$ cat config.mk
export PLATFORM = sky130hd
export DESIGN_NAME = uart_tx_param
export DESIGN_NICKNAME = d
export VERILOG_FILES = /design/src/rtl/uart_tx_param.sv
export SDC_FILE = /design/constraint.sdc
export NUM_CORES = 1
export LEC_CHECK = 0
export CORE_ASPECT_RATIO = 2
export CORE_MARGIN = 2
export CORE_UTILIZATION = 40
export CTS_CLUSTER_SIZE = 28
export DETAILED_ROUTE_END_ITERATION = 16
export DONT_BUFFER_PORTS = 1
export HOLD_SLACK_MARGIN = 0.02
export PLACE_DENSITY = 0.58
export SETUP_SLACK_MARGIN = 0.2
export SLEW_MARGIN = 20
export SYNTH_ARGS = -nofsm -noshare
export SYNTH_HDL_FRONTEND = slang
export SYNTH_SLANG_ARGS = --single-unit
$ cat constraint.sdc
create_clock -name clk -period 3.67 [get_ports clk]
set_input_delay 0.5505 -clock clk [delete_from_list [all_inputs] [get_ports clk]]
set_output_delay 0.5505 -clock clk [all_outputs]
set_load 0.05 [all_outputs]
$ cat src/rtl/uart_tx_param.sv
// uart_tx_param: parametrised UART transmitter with a small TX FIFO.
// Frames are start bit, DATA_BITS data bits (LSB first), optional parity bit,
// then STOP_BITS stop bits. Each bit lasts CLKS_PER_BIT cycles.
// Ports:
//   clk        - system clock, rising edge
//   reset      - synchronous active-high reset
//   tx_data    - word to queue for transmission
//   tx_valid   - tx_data is valid; pushed when tx_ready is also high
//   tx_ready   - FIFO has room (decoded from the registered count)
//   TxD        - registered serial output, idles high
//   busy       - a frame is in flight or words are queued
//   fifo_count - number of queued words
module uart_tx_param #(
    parameter int unsigned CLKS_PER_BIT = 10417,
    parameter int unsigned DATA_BITS    = 8,
    parameter int unsigned PARITY       = 0,
    parameter int unsigned STOP_BITS    = 1,
    parameter int unsigned FIFO_DEPTH   = 4
) (
    input  logic                          clk,
    input  logic                          reset,
    input  logic [DATA_BITS-1:0]          tx_data,
    input  logic                          tx_valid,
    output logic                          tx_ready,
    output logic                          TxD,
    output logic                          busy,
    output logic [$clog2(FIFO_DEPTH):0]   fifo_count
);

    localparam int unsigned PTR_W  = $clog2(FIFO_DEPTH);
    localparam int unsigned CNT_W  = PTR_W + 1;
    localparam int unsigned BAUD_W = 16;
    localparam int unsigned IDX_W  = 4;

    localparam logic [BAUD_W-1:0] BAUD_LAST = BAUD_W'(CLKS_PER_BIT - 1);
    localparam logic [IDX_W-1:0]  IDX_LAST  = IDX_W'(DATA_BITS - 1);
    localparam logic              STOP_LAST = 1'(STOP_BITS - 1);

    // Elaboration-time parameter legality checks
    if (CLKS_PER_BIT < 2 || CLKS_PER_BIT > 65535) begin : g_bad_clks
        $error("uart_tx_param: CLKS_PER_BIT must be in 2..65535");
    end
    if (DATA_BITS < 5 || DATA_BITS > 9) begin : g_bad_data
        $error("uart_tx_param: DATA_BITS must be in 5..9");
    end
    if (PARITY > 2) begin : g_bad_parity
        $error("uart_tx_param: PARITY must be 0, 1 or 2");
    end
    if (STOP_BITS < 1 || STOP_BITS > 2) begin : g_bad_stop
        $error("uart_tx_param: STOP_BITS must be 1 or 2");
    end
    if (FIFO_DEPTH < 2 || FIFO_DEPTH > 64 ||
        (FIFO_DEPTH & (FIFO_DEPTH - 1)) != 0) begin : g_bad_depth
        $error("uart_tx_param: FIFO_DEPTH must be a power of 2 in 2..64");
    end

    typedef enum logic [2:0] {
        S_IDLE,
        S_START,
        S_DATA,
        S_PARITY,
        S_STOP
    } state_t;

    state_t                 state;
    logic [BAUD_W-1:0]      baud_cnt;
    logic [IDX_W-1:0]       bit_idx;
    logic                   stop_idx;
    logic [DATA_BITS-1:0]   shift;
    logic                   par_bit;

    logic [DATA_BITS-1:0]   mem [FIFO_DEPTH];
    logic [PTR_W-1:0]       wr_ptr;
    logic [PTR_W-1:0]       rd_ptr;
    logic [CNT_W-1:0]       count;

    logic                   bit_end_c;
    logic                   fifo_empty_c;
    logic                   push_c;
    logic                   pop_c;
    logic [DATA_BITS-1:0]   head_c;
    logic                   head_par_c;

    // Handshake and status decode
    assign fifo_empty_c = (count == '0);
    assign tx_ready     = (count < CNT_W'(FIFO_DEPTH));
    assign push_c       = tx_valid && tx_ready;
    assign bit_end_c    = (baud_cnt == BAUD_LAST);
    assign fifo_count   = count;
    assign busy         = (state != S_IDLE) || !fifo_empty_c;

    // Pop from IDLE, or on the final stop-bit boundary so frames run back-to-back
    assign pop_c = !fifo_empty_c &&
                   ((state == S_IDLE) ||
                    ((state == S_STOP) && bit_end_c && (stop_idx == STOP_LAST)));

    // Parity of the word about to be loaded; odd mode inverts the XOR reduction
    assign head_c     = mem[rd_ptr];
    assign head_par_c = (PARITY == 1) ? ~^head_c : ^head_c;

    // FIFO storage (no reset needed: validity is tracked by count)
    always_ff @(posedge clk) begin
        if (push_c) begin
            mem[wr_ptr] <= tx_data;
        end
    end

    // FIFO pointers and occupancy
    always_ff @(posedge clk) begin
        if (reset) begin
            wr_ptr <= '0;
            rd_ptr <= '0;
            count  <= '0;
        end else begin
            if (push_c) begin
                wr_ptr <= wr_ptr + PTR_W'(1);
            end
            if (pop_c) begin
                rd_ptr <= rd_ptr + PTR_W'(1);
            end
            if (push_c && !pop_c) begin
                count <= count + CNT_W'(1);
            end else if (pop_c && !push_c) begin
                count <= count - CNT_W'(1);
            end
        end
    end

    // Framing FSM with registered TxD; every bit boundary clears the baud counter
    always_ff @(posedge clk) begin
        if (reset) begin
            state    <= S_IDLE;
            TxD      <= 1'b1;
            baud_cnt <= '0;
            bit_idx  <= '0;
            stop_idx <= 1'b0;
            shift    <= '0;
            par_bit  <= 1'b0;
        end else if (pop_c) begin
            state    <= S_START;
            TxD      <= 1'b0;
            baud_cnt <= '0;
            shift    <= head_c;
            par_bit  <= head_par_c;
        end else begin
            case (state)
                S_IDLE: begin
                    TxD      <= 1'b1;
                    baud_cnt <= '0;
                end
                S_START: begin
                    if (bit_end_c) begin
                        baud_cnt <= '0;
                        state    <= S_DATA;
                        bit_idx  <= '0;
                        TxD      <= shift[0];
                    end else begin
                        baud_cnt <= baud_cnt + BAUD_W'(1);
                    end
                end
                S_DATA: begin
                    if (bit_end_c) begin
                        baud_cnt <= '0;
                        if (bit_idx == IDX_LAST) begin
                            if (PARITY != 0) begin
                                state <= S_PARITY;
                                TxD   <= par_bit;
                            end else begin
                                state    <= S_STOP;
                                stop_idx <= 1'b0;
                                TxD      <= 1'b1;
                            end
                        end else begin
                            bit_idx <= bit_idx + IDX_W'(1);
                            shift   <= shift >> 1;
                            TxD     <= shift[1];
                        end
                    end else begin
                        baud_cnt <= baud_cnt + BAUD_W'(1);
                    end
                end
                S_PARITY: begin
                    if (bit_end_c) begin
                        baud_cnt <= '0;
                        state    <= S_STOP;
                        stop_idx <= 1'b0;
                        TxD      <= 1'b1;
                    end else begin
                        baud_cnt <= baud_cnt + BAUD_W'(1);
                    end
                end
                S_STOP: begin
                    // Non-empty FIFO at the final boundary is handled by pop_c
                    if (bit_end_c) begin
                        baud_cnt <= '0;
                        TxD      <= 1'b1;
                        if (stop_idx == STOP_LAST) begin
                            state <= S_IDLE;
                        end else begin
                            stop_idx <= 1'b1;
                        end
                    end else begin
                        baud_cnt <= baud_cnt + BAUD_W'(1);
                    end
                end
                default: begin
                    state    <= S_IDLE;
                    TxD      <= 1'b1;
                    baud_cnt <= '0;
                end
            endcase
        end
    end

endmodule
==> metrics.md, run 1 <==
| Metric | Value |
|---|---|
| CTS Buffer Depth | `2` |
| Worst EP arrival | `3260 ps` |
| Syn nets | `288` |
| Mapped Area | `3080 um^2` |
| Placed instance area | `3160 um^2` |
| Num rows | `45` |
| Relative slew slack | `52.5%` |
| Hold_buf cts | `0` |
| Hold path endpoint | `shift[0]` |
| Largest family of logic cells by synthesized area | `simple AND/OR/NAND/NOR gates` |
| Routed wire length | `5580 um` |
| Synth Area in Simple Gates | `17.4%` |
| Initial DRC Count | `71` |
| Layout cell share with drive strength beyond 1 | `10.9%` |
| Worst EP required | `3930 ps` |
| Hold Path Depth | `1` |
| Comb pwr share | `23.7%` |
| Adder-cell share of the synthesized area | `3.90%` |
| Slew @ Worst Pin | `707 ps` |
| Post-synth top flop | `dfxtp_1` |
| DR vias | `1939` |
| Cells after synthesis | `268` |
| Final instance area | `3460 um^2` |
| Post-Syn Area per Cell | `11.5 um^2` |
| Setup TNS | `0 ps` |
| Setup crit start | `fifo_count[0]` |
| Part of the power in registers | `43.1%` |
| Htree depth | `3` |
| Fmax | `0.333 GHz` |
| Tot GR Track Use | `14.9%` |
| Final Util | `45.9%` |
| Worst reg2reg endpoint | `fifo_count[2]` |
| Reg area | `1780 um^2` |
| Compound-Gate Fraction of Synth Area | `6.34%` |
| IO Port Bufs | `0` |
| Max-cap violations | `0` |
| PwrDens | `748 nW/um^2` |
| Number of setup buffers added after CTS | `0` |
| Resized Gates After CTS | `0` |
| Final Hold Viols | `0` |
| Clock skew after layout | `6.10 ps` |
| Async SR Flop Fraction | `0%` |
| Min Tclk post-route | `3000 ps` |
| Clk slew on worst S/H paths | `60 ps` |
| Total CTS buffers | `9` |
| P_int | `1740 uW` |
| Sequential share of the synthesized area | `57.9%` |
| Period utilization | `81.9%` |
| Die Area | `8450 um^2` |
| Flops & latches, synth | `73` |
| Distinct cells, synth | `41` |
| Startpoint type of the worst setup path | `flip-flop` |
| Switching Fraction | `32.7%` |
| Status | `complete, no violations` |
| Worst IR drop on VDD | `614 uV` |
| Clock Latency Late Sink | `330 ps` |
| Crit path kind | `flip-flop to flip-flop` |
| Worst-case reg-to-reg path depth | `10` |
| Part of the power in the clock network | `33.2%` |
| R2R setup slack | `670 ps` |
| Multiplexer share of the synthesized area | `6.50%` |
| Starting Density | `40.8%` |
| Initial antenna violation count | `0` |
| Number of synthesized flops with an enable pin | `32` |
| Area occupied by multi-input gates | `1210 um^2` |
| Root buffer cell | `clkbuf_16` |
| Core footprint | `7540 um^2` |
| Hold WS | `285 ps` |
| Post-Synth XOR/XNOR Area | `5.12%` |
| Final setup viols | `0` |
| Via density | `5.27` |
| Max-slew violation count | `0` |
| Fillcell total | `707` |
| Vias in the first global route | `2053` |
| First-pass GRT wire length | `9440 um` |
| Ys Warns | `0` |
| IO Count | `17` |
| Reg-to-reg critical path startpoint | `fifo_count[0]` |
| Pin count of the biggest net entering global routing | `27` |
| Residual DRC | `0` |
| Gp weighted congestion | `0.728` |
| Leakage | `0.00118 uW` |
| Hpwl dp | `4060 um` |
| RSZ-0062 raised after global routing | `no` |
| Crit path max fanout | `17` |
| Routed len/inst | `15.1 um` |
| ANT cells | `0` |
| Die span in x | `66.0 um` |
| Worst Hold Class | `primary input to flip-flop` |
| Overflow after GRT | `0` |
| Psw | `845 uW` |
| Crit path capture type | `flip-flop` |
| Nets | `289` |
| Layout area overhead | `12.4%` |
| Pre-Repair DR Iteration Count | `4` |
| Hold wc startpoint | `reset` |
| TritonCTS clock tree | `built` |
| Die Height | `128 um` |
| Routed Antenna Nets | `0` |
| Clock sink count | `73` |
-- flip-flops by register name (all words and copies together) (netlist names), named ones only --
name / flops
TxD: 1
wr_ptr: 2
fifo_count: 3
baud_cnt: 16
bit_idx: 4
rd_ptr: 2
shift: 8
state: 3
mem: 32
-- layer usage --
layer / wire (um) / track usage (%)
met1: 2050 / 14.2
met2: 3240 / 28.6
met3: 194 / 4.30
met4: 89 / 6.12
met5: 0 / 0
-- worst max-delay path: stages (launching register included) --
cell and delay, ps:
dfxtp_1 710, nor3_1 160, or3_1 400, a21oi_2 300, inv_1 310, ha_1 300, inv_1 70, fa_1 170
xor2_1 80, or3_1 310, a21oi_1 130
-- power by group through the flow --
stage               Clock [uW]  Combinational, uW  Sequential (uW)
finish                     859                615             1120
global route               913                688             1130
detailed placement           0                623             1140
global placement             0                619             1140
floorplan                    0                536             1090
CTS                        881                627             1120
-- cells in the mapped netlist, types with 4 or more instances --
master / number / area share, %
dfxtp_1: 41 / 27
nor2_1: 35 / 4.3
edfxtp_1: 32 / 31
nand2_1: 21 / 2.6
xor2_1: 13 / 3.7
a21oi_1: 10 / 1.6
inv_1: 10 / 1.2
nand3_1: 9 / 1.5
nor3_1: 9 / 1.5
clkbuf_1: 8 / 0.98
ha_1: 8 / 3.3
mux4_2: 8 / 5.9
a311oi_1: 5 / 1.4
and2_1: 5 / 1.0
xnor2_1: 5 / 1.4
and3_1: 4 / 0.81
nand4_1: 4 / 0.81
o21ai_0: 4 / 0.65
or3_1: 4 / 0.81
-- cell families (layout without fill, tap and decap cells) --
group	Yosys count	count (layout)
flops	73	73
simple gates	107	107
mux	10	10
compound gates	29	29
buf+inv	22	28
xor+xnor	18	18
fa+ha+maj	9	9
-- per-stage QoR --
stage          power, uW  setup WS [ps]  cells
3_5_place_dp        1760            648    352
2_1_floorplan       1630            888    268
5_1_grt             2730            483    368
3_3_place_gp        1750            735    352
4_1_cts             2630            634    368
6_report            2590            666    368
-- cell type report --
| class | instances | share of cell area [%] |
|---|---|---|
| sequential | 73 | 51.5 |
| timing repair buffer | 2 | 0.434 |
| clock buffer | 10 | 6.62 |
| tap | 94 | 3.40 |
| inverter | 10 | 1.08 |
| clock inverter | 6 | 1.99 |
| multi-input combinational | 173 | 35.0 |
-- worst max path at each step --
stage	slack, ps	cells after the start	end
floorplan	890	11	fifo_count[2]
global placement	740	10	fifo_count[2]
detailed placement	650	10	fifo_count[2]
CTS	630	10	fifo_count[2]
global route	480	10	fifo_count[2]
finish	670	10	fifo_count[2]
-- layout by cell type, fill, tap and decap left out, drive strengths merged, types with 3 or more instances in the layout --
master and instances:
nor3 9, nand3 9, a21oi 11, clkinv 3, xnor2 5, mux4 8, nand2 21, nand4 4
a311oi 5, ha 8, or3 4, xor2 13, dfxtp 41, and2 5, nand3b 3, and3 4
inv 11, nor2b 3, clkbuf 10, nor2 35, edfxtp 32, o21ai 4
Power figures use the tool's default switching activity.
==> run 2: changes to the inputs <==
- PLACE_DENSITY: 0.58 -> 0.6
- clock period: 3.67 -> 2.65 ns (I/O delays scaled with it)
==> metrics.md, run 2 (synthesis gave the netlist of run 1 again) <==
| Metric | Value |
|---|---|
| Status | `complete, no violations` |
| Switching Fraction | `32.8%` |
| Vias in the first global route | `2118` |
| Layout cell share with drive strength beyond 1 | `15.7%` |
| Setup crit start | `baud_cnt[0]` |
| Placed instance area | `3230 um^2` |
| Worst reg2reg endpoint | `fifo_count[2]` |
| Max-cap violations | `0` |
| Slowest stage delay, CP | `370 ps` |
| IO Port Bufs | `0` |
| Startpoint type of the worst setup path | `flip-flop` |
| Residual DRC | `0` |
| IO Count | `17` |
| Clock skew after layout | `4.57 ps` |
| R2R setup slack | `350 ps` |
| Reg-to-reg critical path startpoint | `baud_cnt[0]` |
| Crit path max fanout | `4` |
| P_int | `2500 uW` |
| Routed len/inst | `14.8 um` |
| Part of the power in registers | `40.5%` |
| Critical Path End | `fifo_count[2]` |
| Tot GR Track Use | `15.4%` |
| Die Height | `128 um` |
| First-pass GRT wire length | `9620 um` |
| TritonCTS clock tree | `built` |
| Worst-case reg-to-reg path depth | `12` |
| Most flops, register | `mem` |
| Comb pwr share | `26.9%` |
| Most common cell after layout, fill and taps aside | `dfxtp_1` |
| Min Tclk post-route | `2300 ps` |
| Initial DRC Count | `45` |
| Worst EP required | `2910 ps` |
| ANT cells | `0` |
| Pre-Repair DR Iteration Count | `4` |
| Worst IR drop on VDD | `572 uV` |
| PwrDens | `1050 nW/um^2` |
| Total CTS buffers | `9` |
| Root buffer cell | `clkbuf_16` |
| Part of the power in the clock network | `32.7%` |
| Pin count of the biggest net entering global routing | `27` |
| Clock Latency Late Sink | `340 ps` |
| Final instance area | `3540 um^2` |
| Die Area | `8450 um^2` |
| Layout area overhead | `14.9%` |
| Relative slew slack | `47.2%` |
| Gp weighted congestion | `0.754` |
| Slew @ Worst Pin | `785 ps` |
| Fillcell total | `713` |
| Die span in x | `66.0 um` |
| Setup TNS | `0 ps` |
| Final setup viols | `0` |
| Critical Path Most Common Cell | `inv_1` |
| RSZ-0062 raised after global routing | `no` |
| Psw | `1220 uW` |
| Overflow after GRT | `0` |
| Routed wire length | `5550 um` |
| Critical-path cell list | `inv_1, ha_1, and4bb_2, nand4_1, a21oi_4, inv_2, ha_4, inv_1, fa_1, xor2_1, or3_1, a21oi_1` |
| Top flop regs | `mem (32), baud_cnt (16), shift (8)` |
| Critical-path top delay cell | `fa_1` |
| Crit path capture type | `flip-flop` |
| Max FFs per register | `32` |
| Max-slew violation count | `0` |
| Htree depth | `3` |
| Fmax | `0.434 GHz` |
| Initial antenna violation count | `0` |
| Clock sink count | `73` |
| Leakage | `0.00122 uW` |
| Worst EP arrival | `2570 ps` |
| Hpwl dp | `3950 um` |
| Routed Antenna Nets | `0` |
| Via density | `5.28` |
| Period utilization | `86.9%` |
| CTS Buffer Depth | `2` |
| Most frequent cells in the layout | `dfxtp_1 (36), nor2_1 (35), edfxtp_1 (32)` |
| Hold_buf cts | `0` |
| Nets | `295` |
| Core footprint | `7540 um^2` |
| DR vias | `1975` |
| Worst Hold Class | `primary input to flip-flop` |
| Number of setup buffers added after CTS | `0` |
| Clk slew on worst S/H paths | `60 ps` |
| Num rows | `45` |
| Final Hold Viols | `0` |
| Starting Density | `40.8%` |
| Crit path kind | `flip-flop to flip-flop` |
-- run 2: worst min-delay path by stage --
stage,endpoint,depth (start not counted),slack [ps],from
floorplan,baud_cnt[0],1,410,baud_cnt[0]
global placement,baud_cnt[0],1,420,baud_cnt[0]
detailed placement,baud_cnt[0],1,430,baud_cnt[0]
CTS,fifo_count[2],1,110,reset
global route,shift[7],1,110,reset
finish,shift[7],1,130,reset
-- run 2: worst max-delay path, delay by kind of cell, from the launching register on --
| kind | cells | cell delay, ps |
|---|---|---|
| buffers and inverters | 3 | 190 |
| DFF | 1 | 350 |
| and+or+nand+nor | 3 | 660 |
| adders and majority gates | 3 | 680 |
| AOI/OAI and AO/OA | 2 | 210 |
| xor gates and xnor gates | 1 | 150 |
-- run 2: cell type report --
type	count	area (um^2)	share of cell area, %
Tap cell	94	118	3.33
Multi-Input combinational cell	173	1230	34.8
Clock inverter	7	77.6	2.19
Inverter	10	37.5	1.06
Clock buffer	9	225	6.37
Sequential cell	73	1790	50.6
Timing Repair Buffer	8	60.1	1.70
-- run 2: timing repair --
| action | in CTS | in global routing |
|---|---|---|
| hold endpoints to repair | 0 | 0 |
| endpoints found under the setup margin | 0 | 1 |
| resized for setup | 0 | 1 |
-- run 2: per-layer routing --
metal | vias to the layer above | global-route usage, % | part of all wire [%]
li1 | 970 | - | -
met2 | 23 | 28.6 | 57
met3 | 11 | 5.18 | 3.6
met1 | 971 | 14.6 | 37
met5 | - | 0 | 0
met4 | 0 | 7.56 | 2.5
-- run 2: power groups by stage --
| stage | Sequential [uW] | Combinational (uW) | Clock [uW] |
|---|---|---|---|
| 6_report | 1500 | 999 | 1210 |
| 5_1_grt | 1530 | 1120 | 1290 |
| 4_1_cts | 1510 | 1020 | 1240 |
| 3_5_place_dp | 1530 | 1020 | 0 |
| 3_3_place_gp | 1520 | 1000 | 0 |
| 2_1_floorplan | 1520 | 803 | 0 |
-- run 2: through the flow --
stage,utilization (%),std cells,setup WS [ps],hold WS (ps),total power [uW]
5_1_grt,46.9,374,215,109,3940
3_5_place_dp,42.8,358,329,429,2550
3_3_place_gp,42.8,358,396,417,2530
6_report,46.9,374,347,128,3720
2_1_floorplan,-,268,239,407,2320
4_1_cts,46.8,374,315,113,3770
==> run 3: changes to the inputs <==
- CELL_PAD_IN_SITES_DETAIL_PLACEMENT: not set -> 1
- CELL_PAD_IN_SITES_GLOBAL_PLACEMENT: not set -> 1
- PLACE_DENSITY: 0.6 -> 0.71
==> metrics.md, run 3 (synthesis gave the netlist of run 1 again) <==
| Metric | Value |
|---|---|
| Die Height | `128 um` |
| Crit path capture type | `flip-flop` |
| Hold path endpoint | `shift[5]` |
| Part of the power in registers | `39.8%` |
| Final setup viols | `0` |
| Hold Path Depth | `1` |
| Vias in the first global route | `2251` |
| Setup crit start | `baud_cnt[0]` |
| Fmax | `0.431 GHz` |
| P_int | `2540 uW` |
| Top flop regs | `mem (32), baud_cnt (16), shift (8)` |
| Comb pwr share | `28.0%` |
| Starting Density | `40.8%` |
| Num rows | `45` |
| Most frequent cells in the layout | `dfxtp_1 (36), nor2_1 (35), edfxtp_1 (32)` |
| Via density | `5.36` |
| Setup WS post-layout | `331 ps` |
| TritonCTS clock tree | `built` |
| Worst reg2reg endpoint | `fifo_count[2]` |
| RSZ-0062 raised after global routing | `yes` |
| Htree depth | `3` |
| Max-slew violation count | `0` |
| Psw | `1270 uW` |
| Period utilization | `87.5%` |
| Final Hold Viols | `0` |
| Switching Fraction | `33.2%` |
| Pin count of the biggest net entering global routing | `27` |
| Overflow after GRT | `0` |
| Largest delay share family, worst path | `simple AND/OR/NAND/NOR gates` |
| PwrDens | `1070 nW/um^2` |
| Gp weighted congestion | `0.728` |
| Leakage | `0.00124 uW` |
| Hpwl dp | `4650 um` |
| ANT cells | `0` |
| Worst EP arrival | `2590 ps` |
| Reg-to-reg critical path startpoint | `baud_cnt[0]` |
| Clock Latency Late Sink | `340 ps` |
| Min Tclk post-route | `2320 ps` |
| Worst path bufs/invs | `3` |
| Routed wire length | `6390 um` |
| Worst IR drop on VDD | `635 uV` |
| Routed Antenna Nets | `0` |
| Nets | `298` |
| Critical-path cell list | `inv_1, ha_1, and4bb_2, nand4_1, a21oi_4, inv_2, ha_4, inv_1, fa_2, xor2_1, or3_4, a21oi_2` |
| Core footprint | `7540 um^2` |
| CTS Buffer Depth | `2` |
| Most flops, register | `mem` |
| Die Area | `8450 um^2` |
| Crit path max fanout | `3` |
| Clock sink count | `73` |
| Crit path kind | `flip-flop to flip-flop` |
| Tot GR Track Use | `17.9%` |
| Layout cell share with drive strength beyond 1 | `17.7%` |
| IO Port Bufs | `0` |
| Layout area overhead | `16.0%` |
| Max FFs per register | `32` |
| Slowest stage delay, CP | `380 ps` |
| Die span in x | `66.0 um` |
| Area occupied by multi-input gates | `1240 um^2` |
| Slew @ Worst Pin | `804 ps` |
| Fillcell total | `829` |
| Total CTS buffers | `9` |
| Worst Hold Class | `primary input to flip-flop` |
| Root buffer cell | `clkbuf_16` |
| Part of the power in the clock network | `32.1%` |
| Initial DRC Count | `58` |
| Startpoint type of the worst setup path | `flip-flop` |
| Hold_buf cts | `0` |
| Crit path depth | `12` |
| Clock skew after layout | `4.59 ps` |
| Initial antenna violation count | `0` |
| Pre-Repair DR Iteration Count | `4` |
| Dpl ws | `288 ps` |
| Worst EP required | `2920 ps` |
| Max-cap violations | `0` |
| Worst-case reg-to-reg path depth | `12` |
| Most common cell after layout, fill and taps aside | `dfxtp_1` |
| Critical-path top delay cell | `or3_4` |
| R2R setup slack | `330 ps` |
| Reg area | `1790 um^2` |
| Critical Path Most Common Cell | `inv_1` |
| IO Count | `17` |
| Hold wc startpoint | `reset` |
| First-pass GRT wire length | `10900 um` |
| Clk slew on worst S/H paths | `60 ps` |
| Status | `complete, no violations` |
| Setup TNS | `0 ps` |
| DR vias | `2021` |
| Relative slew slack | `46.0%` |
| Residual DRC | `0` |
| Routed len/inst | `17.0 um` |
-- run 3: cell types whose count changed in the layout (fill, tap and decap cells not counted), sizes merged --
cell / delta
buf: +3
clkinv: +1
clkinvlp: -1
-- run 3: area by class of cell --
cell class	count	area share [%]
clock buffer	9	6.31
clock inverter	7	2.21
inverter	10	1.05
multi-input combinational	173	34.8
sequential	73	50.1
tap	94	3.29
timing repair buffer	11	2.31
-- run 3: through the flow --
stage | total power (uW) | util (%) | std cells | instance area [um^2] | hold slack (ps)
6_report | 3810 | 47.3 | 377 | 3570 | 126
5_1_grt | 4060 | 47.3 | 377 | 3570 | 108
4_1_cts | 3820 | 47.0 | 375 | 3540 | 109
3_5_place_dp | 2580 | 42.9 | 359 | 3240 | 427
3_3_place_gp | 2540 | 42.9 | 359 | 3240 | 417
2_1_floorplan | 2320 | - | 268 | 3110 | 407
-- run 3: how the worst max path moves through the flow --
| stage | endpoint | slack (ps) |
|---|---|---|
| finish | fifo_count[2] | 330 |
| global placement | fifo_count[2] | 400 |
| CTS | fifo_count[2] | 290 |
| global route | fifo_count[2] | 190 |
| floorplan | fifo_count[2] | 240 |
| detailed placement | fifo_count[2] | 290 |
-- run 3: repair_timing --
action | 4_1_cts | 5_1_grt
setup buffers | 0 | 2
gates resized for setup | 0 | 4
setup endpoints to repair | 0 | 1
hold endpoints to repair | 0 | 0
-- run 3: worst reg2reg max path: cells and delay by family (launching register included) --
kind	cells	cell delay [ps]
AND/OR/NAND/NOR	3	730
XOR/XNOR	1	160
AO/OA/AOI/OAI	2	190
flip-flops	1	340
buffers and inverters	3	200
adder cells (fa/ha/maj)	3	640
-- run 3: layer usage --
| layer | GRT usage, % | vias up | wire length, um | part of all wire [%] |
|---|---|---|---|---|
| met3 | 4.65 | 13 | 159 | 2.5 |
| met5 | 0 | - | 0 | 0 |
| met1 | 16.9 | 1005 | 2330 | 36 |
| li1 | - | 978 | - | - |
| met2 | 33.0 | 25 | 3680 | 58 |
| met4 | 10.9 | 0 | 224 | 3.5 |
-- run 3: power groups by stage --
stage               combinational, uW  clock [uW]  sequential [uW]
finish                           1070        1220             1520
global route                     1210        1310             1540
CTS                              1040        1260             1520
detailed placement               1040           0             1540
global placement                 1010           0             1530
floorplan                         803           0             1520
